`src/rtl/axi_stall_slice.sv`:
```
// Two-entry valid/ready register slice that inserts LFSR-drawn idle gaps after
// each downstream transfer, with transfer and stall statistics.
module axi_stall_slice #(
  parameter int          DATA_W    = 32,
  parameter int          MAX_DELAY = 3,
  parameter logic [15:0] LFSR_SEED = 16'hACE1,
  parameter int          CNT_W     = 16
) (
  input  logic              clk,
  input  logic              rst,
  input  logic              en,
  input  logic              s_valid,
  output logic              s_ready,
  input  logic [DATA_W-1:0] s_data,
  output logic              m_valid,
  input  logic              m_ready,
  output logic [DATA_W-1:0] m_data,
  output logic [CNT_W-1:0]  beats_out,
  output logic [CNT_W-1:0]  stall_cycles
);

  localparam int          WAIT_W = $clog2(MAX_DELAY) + 1;
  localparam int unsigned MAX_D  = MAX_DELAY;
  // An all-zero seed would lock the LFSR at zero forever.
  localparam logic [15:0] SEED   = (LFSR_SEED == 16'h0000) ? 16'h0001 : LFSR_SEED;

  logic [DATA_W-1:0] mem [2];
  logic              head;
  logic              tail;
  logic [1:0]        count;
  logic [WAIT_W-1:0] wait_cnt;
  logic [WAIT_W-1:0] wait_nxt;
  logic [15:0]       lfsr;
  logic              lfsr_fb;
  logic              push;
  logic              pop;
  int unsigned       draw;

  // Handshake decodes use registered state only, so ready never depends on m_ready.
  assign s_ready = (count != 2'd2);
  assign m_valid = (count != 2'd0) && (wait_cnt == '0);
  assign m_data  = mem[head];
  assign push    = s_valid && s_ready;
  assign pop     = m_valid && m_ready;
  assign lfsr_fb = lfsr[15] ^ lfsr[13] ^ lfsr[12] ^ lfsr[10];

  always_comb begin
    // NOTE: every combinational output gets a default first so no path can infer a latch.
    draw     = 32'(lfsr[7:0]) % MAX_D;
    wait_nxt = wait_cnt;
    if (!en) begin
      wait_nxt = '0;
    end else if (pop) begin
      wait_nxt = WAIT_W'(draw);
    end else if (wait_cnt != '0) begin
      wait_nxt = wait_cnt - 1'b1;
    end
  end

  // NOTE: sequential state is written only with non-blocking assignments.
  always_ff @(posedge clk or posedge rst) begin
    if (rst) begin
      // NOTE: the two payload entries are reset as well so m_data reads 0 out of reset.
      mem[0]       <= '0;
      mem[1]       <= '0;
      head         <= 1'b0;
      tail         <= 1'b0;
      count        <= 2'd0;
      wait_cnt     <= '0;
      lfsr         <= SEED;
      beats_out    <= '0;
      stall_cycles <= '0;
    end else begin
      if (push) begin
        mem[tail] <= s_data;
        tail      <= ~tail;
      end
      if (pop) begin
        head      <= ~head;
        lfsr      <= {lfsr[14:0], lfsr_fb};
        beats_out <= beats_out + 1'b1;
      end
      case ({push, pop})
        2'b10:   count <= count + 2'd1;
        2'b01:   count <= count - 2'd1;
        default: count <= count;
      endcase
      wait_cnt <= wait_nxt;
      if ((count != 2'd0) && (wait_cnt != '0) && (stall_cycles != '1)) begin
        stall_cycles <= stall_cycles + 1'b1;
      end
    end
  end

endmodule

```
`config.mk`:
```
export PLATFORM = sky130hd
export DESIGN_NAME = axi_stall_slice
export DESIGN_NICKNAME = d
export VERILOG_FILES = /design/src/rtl/axi_stall_slice.sv
export SDC_FILE = /design/constraint.sdc
export NUM_CORES = 1
export LEC_CHECK = 0
export CAP_MARGIN = 20
export CORE_MARGIN = 4
export CORE_UTILIZATION = 40
export DETAILED_ROUTE_END_ITERATION = 12
export PLACE_DENSITY = 0.69
export SETUP_SLACK_MARGIN = 0.4
export SLEW_MARGIN = 20
export SYNTH_ARGS = -nofsm -noshare
export SYNTH_HDL_FRONTEND = slang
export SYNTH_SLANG_ARGS = --single-unit
```
`constraint.sdc`:
```
create_clock -name clk -period 13.3 [get_ports clk]
set_clock_uncertainty 0.15 [all_clocks]
set_input_delay 1.33 -clock clk [delete_from_list [all_inputs] [get_ports clk]]
set_output_delay 1.33 -clock clk [all_outputs]
set_load 0.1 [all_outputs]
```
* After elaboration in Yosys (flattened, before gate mapping)
Cells that the tools add are included.
Word-level totals: bits of input ports 37, output and inout bits 66, bits in registers 119
Operators by class: div/mod/pow operators 1, equality and inequality tests 5, bitwise operators 7, add/sub/neg operators 5, $lt $le $gt $ge 3, reduce and logical (&&, ||, !) cells 10, muxes and demuxes 10
Operator list (count):
- $mux W32 | 4
- $bwmux W64 | 1
- $add A16 B1 Y16 const B | 2
- $demux W32 S1 | 1
- $mod A8 B2 Y32 const B | 1
- $ne A16 B16 Y1 const B | 1
- $mux W3 | 3
- $logic_and A1 B1 Y1 | 6
- $ge A2 B2 Y1 const B | 2
- $not A1 Y2 | 2
- $pmux W2 S2 | 1
- $reduce_bool A2 Y1 | 2
- $logic_not A3 Y1 | 1
- $ne A3 B1 Y1 const B | 1
- $reduce_bool A3 Y1 | 1
- $sub A3 B1 Y3 const B | 1
- $xor A1 B1 Y1 | 3
- $add A2 B1 Y2 const B | 1
- $eq A2 B1 Y1 const B | 1
- $eq A2 B2 Y1 const B | 1
- $lt A2 B1 Y1 const B | 1
- $ne A2 B2 Y1 const B | 1
- $not A1 Y1 | 2
- $sub A2 B1 Y2 const B | 1

* Logic depth before layout (Yosys ltp)
Gate-level depths: netlist (run 1).
word-level depth 6, mapped depth 20

* Least setup slack after synthesis (run 1)
OpenSTA, ideal clock, no wires.
kind register to register, start point reg lfsr[6], end point reg wait_cnt[2], cell stages (with the launch flop) 20, period minus slack after synthesis 4.414 ns, arrival time 4.144 ns, slack 8.886 ns, path buffers 3, required time 13.030 ns, cell sequence dfstp_2 > buf_6 > clkbuf_1 > clkbuf_1 > ha_1 > nand2b_1 > o211ai_1 > a31oi_4 > xnor2_1 > a21oi_1 > a41oi_1 > ha_1 > inv_1 > o2111ai_1 > a211oi_2 > xnor2_1 > ha_1 > a311o_1 > o211a_1 > o211a_1
Between the ends: cells in the longest elaborated chain, start to end 3
RTL lines:
- start, declared | line 33 | logic [15:0] lfsr;
- start signal, assigned | line 80 | lfsr <= {lfsr[14:0], lfsr_fb};
- $mod A8 B2 Y32 | line 49 | draw = 32'(lfsr[7:0]) % MAX_D;
- $mux W3 | line 53 | end else if (pop) begin
- $mux W3 | line 51 | if (!en) begin
- end signal, assigned | line 88 | wait_cnt <= wait_nxt;
- end, declared | line 31 | logic [WAIT_W-1:0] wait_cnt;
Every way passes these cells. A chain may end at the register's enable or synchronous reset.

* Worst setup path after layout (run 1)
Same ends and word-level chain as after synthesis.

==> out/qor.txt, run 1 <==
Postcts setup bufs = 0
Vias = 4266
DP HPWL = 9.05 mm
Slew headroom = 31.5%
FF-to-FF setup slack = 8.73 ns
CTS tree = built
Core area = 14600 µm²
Proportion of layout cells with a drive suffix above 1 = 24.1%
WL final = 13.2 mm
Initial core utilization = 41.0%
Port Buffers = 102
Clk_lat worst skew = 0.40 ns
Syn_nets = 561
Drt initial violations = 223
Die Ht = 130 µm
Syn_area_per_cell = 11.6 µm²
Startpoint Class = flop
First-pass GRT wire length = 22.0 mm
Slowest cell on crit path = dfstp_2
Post-synth cell types = 67
FMAX = 219 MHz
Yosys warns = 0
CP required = 13.44 ns
Unrepaired setup endpoints after global routing = no
Mapped Area = 5980 µm²
Flops & latches, synth = 119
CTS sink cnt = 119
N_diodes = 0
I/O Pins = 103
Routed Antenna Nets = 0
Worst hold path type = reg -> reg
Num CTS Buffers = 17
Synth Instances = 516
Antenna violations before repair = 0
H-tree levels = 4
Status = finished, final reports clean
Fin crit share = 34.3%
WL per Instance = 16.3 µm
TritonRoute pass-1 iters = 4
Remaining global-route overflow = 0
# resized after CTS = 0
Most frequent cells in the layout = 111 x dfrtp_1, 102 x clkdlybuf4s50_1, 97 x mux2_2, 64 x nand2_1, 32 x xnor2_1
Clock Pin Slew Worst Setup and Hold Paths = 0.05 ns
Tightest hold margin = 0.309 ns
Max Slew Vio Count = 0
Post-synth EDFFs = 0
Synth Flop Type = dfrtp_1
Die Wd = 130 µm
Critical setup path kind = reg -> reg
Clock root buffer = clkbuf_16
Hold_buf cts = 0
Delay-heaviest family, CP = compound AO/OA/AOI/OAI gates
Die ar. = 17000 µm²
Final Setup Violations = 0
Slew @ Worst Pin = 1.02 ns
Vias in the first global route = 4483
Max Root-Sink Buffers = 2
Setup TNS = 0 ns
Worst setup EP type = flop
Most common cell after layout, fill and taps aside = dfrtp_1
Bufs and invs on worst path = 1
Vias per inst = 5.26
Post-synthesis sequential area ratio = 49.9%
Fin nets = 661
Largest net degree at the start of global routing = 65
Area of the multi-input gates = 2840 µm²
GPL Wtd Cong = 0.874
Std-Cell Rows = 44
Fillers = 1228
Register Area = 2990 µm²
Min cycle time layout = 4.57 ns
Area delta synth->final = 29.2%
Max Fanout on Critical Path = 19
Cell-by-cell trace of the critical path = ha_1 -> nand2b_1 -> o211ai_1 -> a31oi_4 -> xnor2_1 -> a21oi_1 -> a41oi_1 -> ha_1 -> inv_1 -> o2111ai_1 -> a211oi_2 -> xnor2_1 -> ha_1 -> a311o_1 -> o211a_1 -> o211a_1
Worst path arrival time = 4.71 ns
Total track usage = 16.3%
DRC = 0
Max-Cap Viols = 0
Asr flop ratio synth = 100%
Hold Fails Final Rpt = 0
Top cell by count, worst path = ha_1
Crit path largest cell delay = 0.75 ns
-- cells in the mapped netlist, drive strengths merged (2+ instances only) --
library cell  count  area, µm²
a211o             3       26.3
inv              11       41.3
o211a             2       20.0
nand3            14       70.1
mux2i             4       40.0
buf               8       56.3
nand2b           10       62.6
or3               3       23.8
nor2             16       60.1
or2               3       18.8
nor2b             5       31.3
and3              3       18.8
clkbuf           16       60.1
dfrtp           111       2780
dfstp             8        210
a311o             3       30.0
o21ai            13       65.1
mux2             97       1090
o2111ai           2       23.8
a311oi            2       17.5
and4              2       17.5
and2              3       18.8
a21oi             7       38.8
o211ai            5       42.5
xnor2            32        280
a31oi             3       33.8
xor2              9       86.3
ha                8        100
a211oi            2       20.0
nand4            13       81.3
o32ai             2       17.5
nand2            65        251
nor3              8       40.0
nor4              2       12.5
-- layout make-up --
class	count	share of cell area, %
multi-input cells	361	36.7
flip-flops and latches	119	38.6
clock buffers	22	6.39
well taps	184	2.98
repair buffers	105	13.5
clock inverters	8	1.25
inverters	12	0.615
-- layer usage --
metal  wire [µm]  part of all wire [%]  up-vias  GRT usage [%]
met5           0                     0        -              0
met4         231                   1.8        0           6.78
met3         724                   5.5       18           4.42
met2        6570                    50      109           26.6
met1        5660                    43     2104           20.5
li1            -                     -     2035              -
-- state kept, by name, summed over array words and instances, names as in the netlist --
register,cells
head,1
beats_out,16
lfsr,16
mem,64
count,2
wait_cnt,3
tail,1
stall_cycles,16
-- path summary, 6_finish.rpt --
path	start	to	cells after the start
hold reg to reg	lfsr[11]	lfsr[11]	2
setup / recovery	lfsr[6]	wait_cnt[2]	16
max in group asynchronous	rst	mem[28]	3
min in group asynchronous	rst	mem[56]	2
setup reg to reg	lfsr[6]	wait_cnt[2]	16
hold / removal	lfsr[11]	lfsr[11]	2
-- stage by stage --
stage | instance area (µm²) | setup slack (ns) | std cells | util (%)
2_1_floorplan | 5980 | 8.68 | 516 | -
3_3_place_gp | 7140 | 8.96 | 781 | 49.0
3_5_place_dp | 7140 | 8.78 | 781 | 49.0
4_1_cts | 7730 | 8.76 | 811 | 53.0
5_1_grt | 7730 | 8.42 | 811 | 53.0
6_report | 7730 | 8.73 | 811 | 53.0
-- tightest hold or removal path, cell delays in order (launching register included) --
cell and delay [ns]:
dfstp_2 0.37, nand2_1 0.05, nand2_1 0.04
-- cells by family after synthesis --
kind of cell               count (synthesis)  share of synthesized area, %
and+or+nand+nor                          153                          12.8
DFF                                      119                          49.9
muxes                                    101                          18.9
AOI/OAI and AO/OA                         58                          7.90
xor gates and xnor gates                  41                          6.13
buffers and inverters                     36                          2.70
adders and majority gates                  8                          1.67
Power of run 1 is left out: the tool's default activity adds up to more than one toggle a clock period on the data nets, which glitch-free logic cannot reach.
==> inputs of run 2 (changes only) <==
Clock period 13.3 ns to 4.4 ns, I/O delays scaled along.
==> run 2 against run 1 <==
Effect of this change: via count is 0.49% lower; highest routed layer unchanged; critical endpoint unchanged; cell area is 1.0% higher; cell count is 1.5% higher; wire length is 1.8% lower; worst hold slack better by 0.0031 ns; sequential share of layout area is 0.34 points lower; die area stayed put; critical path type unchanged.
==> out/qor.txt, run 2 (same netlist as run 1, synthesis figures left out) <==
WL final = 12.9 mm (-1.8%)
FF-to-FF setup slack = 0.53 ns (-8.21 ns)
CTS tree = built
Slew @ Worst Pin = 1.00 ns (-0.0242 ns)
Worst hold path type = reg -> reg
Hold Crit Depth = 2 (unchanged)
FMAX = 258 MHz (+18%)
Worst setup EP type = flop
Num CTS Buffers = 17 (unchanged)
Startpoint Class = flop
Min cycle time layout = 3.87 ns (-0.694 ns)
Vias per inst = 5.16 (-1.9%)
Setup TNS = 0 ns (unchanged)
Top cell by count, worst path = o211a_1
I/O Pins = 103 (unchanged)
Fillers = 1259 (+2.5%)
WL per Instance = 15.7 µm (-3.3%)
Most common cell after layout, fill and taps aside = dfrtp_1
Max reg flops = 64 (unchanged)
First-pass GRT wire length = 21.8 mm (-1.1%)
Initial core utilization = 41.0% (unchanged)
Total track usage = 16.1% (-0.16 points)
Hold path startpoint = lfsr[11]
Routed Antenna Nets = 0 (unchanged)
Vias = 4245 (-0.49%)
Hold Fails Final Rpt = 0 (unchanged)
Worst path arrival time = 4.02 ns (-0.69 ns)
Fin crit share = 88.0% (+54 points)
Max-Cap Viols = 0 (unchanged)
N_diodes = 0 (unchanged)
Worst R2R Path Depth = 15 (-1)
R2r endpoint = wait_cnt[2]
Hold Crit Endpoint = lfsr[11]
GPL Wtd Cong = 0.854 (-2.4%)
Clock Pin Slew Worst Setup and Hold Paths = 0.05 ns (about the same)
Clock root buffer = clkbuf_16
Most frequent cells in the layout = 111 x dfrtp_1, 97 x mux2_2, 70 x clkdlybuf4s50_1, 64 x nand2_1, 47 x buf_4
DP HPWL = 9.00 mm (-0.58%)
Clk_lat worst skew = 0.41 ns (about the same)
Std-Cell Rows = 44 (unchanged)
Most flops, register = mem
Reg2reg start = lfsr[7]
Unrepaired setup endpoints after global routing = yes
Port Buffers = 102 (unchanged)
Die ar. = 17000 µm² (unchanged)
Area delta synth->final = 30.5%
Core area = 14600 µm² (unchanged)
DRC = 0 (unchanged)
Largest net degree at the start of global routing = 76 (+17%)
Status = finished, final reports clean
Drt initial violations = 166 (-26%)
Register Area = 2990 µm² (+0.13%)
Crit path largest cell delay = 0.67 ns (-0.08 ns)
Max Root-Sink Buffers = 2 (unchanged)
Slowest cell on crit path = dfstp_4
Slew headroom = 33.1% (+1.6 points)
Critical setup path kind = reg -> reg
Max Slew Vio Count = 0 (unchanged)
Vias in the first global route = 4501 (+0.40%)
Die Ht = 130 µm (unchanged)
Remaining global-route overflow = 0 (unchanged)
Die Wd = 130 µm (unchanged)
TritonRoute pass-1 iters = 4 (unchanged)
Max Fanout on Critical Path = 11 (-8)
Cell-by-cell trace of the critical path = ha_4 -> nor2b_2 -> o211ai_2 -> a31oi_4 -> xnor2_2 -> a21oi_1 -> a41oi_1 -> ha_2 -> nand2_1 -> nor2_2 -> o32ai_1 -> a211o_1 -> o32a_1 -> o211a_1 -> o211a_1
CP required = 4.54 ns (-8.90 ns)
CTS sink cnt = 119 (unchanged)
Area of the multi-input gates = 2890 µm² (+1.9%)
H-tree levels = 4 (unchanged)
Antenna violations before repair = 0 (unchanged)
Final Setup Violations = 0 (unchanged)
Proportion of layout cells with a drive suffix above 1 = 31.8% (+7.7 points)
Fin nets = 673 (+1.8%)
run 2: how the worst max path moves through the flow:
stage | to | slack (ns) | cells after the start | start
floorplan | wait_cnt[2] | 0.29 | 19 | lfsr[6]
global placement | wait_cnt[2] | 0.35 | 16 | lfsr[7]
detailed placement | wait_cnt[2] | 0.25 | 16 | lfsr[7]
CTS | wait_cnt[2] | 0.42 | 15 | lfsr[7]
global route | wait_cnt[0] | 0.37 | 15 | lfsr[7]
finish | wait_cnt[2] | 0.53 | 15 | lfsr[7]
run 2: repair_timing:
| item | CTS | global route |
|---|---|---|
| pin swaps | 2 | 1 |
| gates cloned | 0 | 0 |
| buffers inserted | 3 | 4 |
| resized for setup | 1 | 4 |
| hold buffers | 0 | 0 |
| setup endpoints to repair | 3 | 3 |
run 2: metrics by stage:
step	hold slack (ns)	cell area [µm²]	setup slack (ns)	cells	util, %
finish	0.312	7810	0.526	823	53.6
global route	0.323	7810	0.366	823	53.6
CTS	0.313	7760	0.421	819	53.2
detailed placement	0.302	7130	0.246	786	48.9
global placement	0.299	7130	0.348	786	48.9
floorplan	0.289	6030	0.286	516	-
run 2: cell type report:
class                   instances  area share (%)
flip-flops and latches        119            38.3
multi-input cells             361            37.0
repair buffers                117            13.5
clock buffers                  24            6.55
well taps                     184            2.95
clock inverters                 6            1.15
inverters                      12           0.609
run 2: worst max-delay path: cells and delay by family (launching register included):
family                   cells  cell delay, ns
AO/OA/AOI/OAI                9            1.90
XOR/XNOR                     1            0.14
adder cells (fa/ha/maj)      2            0.49
flip-flops                   1            0.67
AND/OR/NAND/NOR              3            0.41
run 2: per-layer routing:
layer  track usage, %  share of wire [%]  vias up
li1                 -                  -     2054
met1             19.6                 44     2087
met2             25.9                 48       85
met3             6.55                6.8       19
met4             5.68                1.5        0
met5                0                  0        -
Power of run 2 is left out for the same reason.
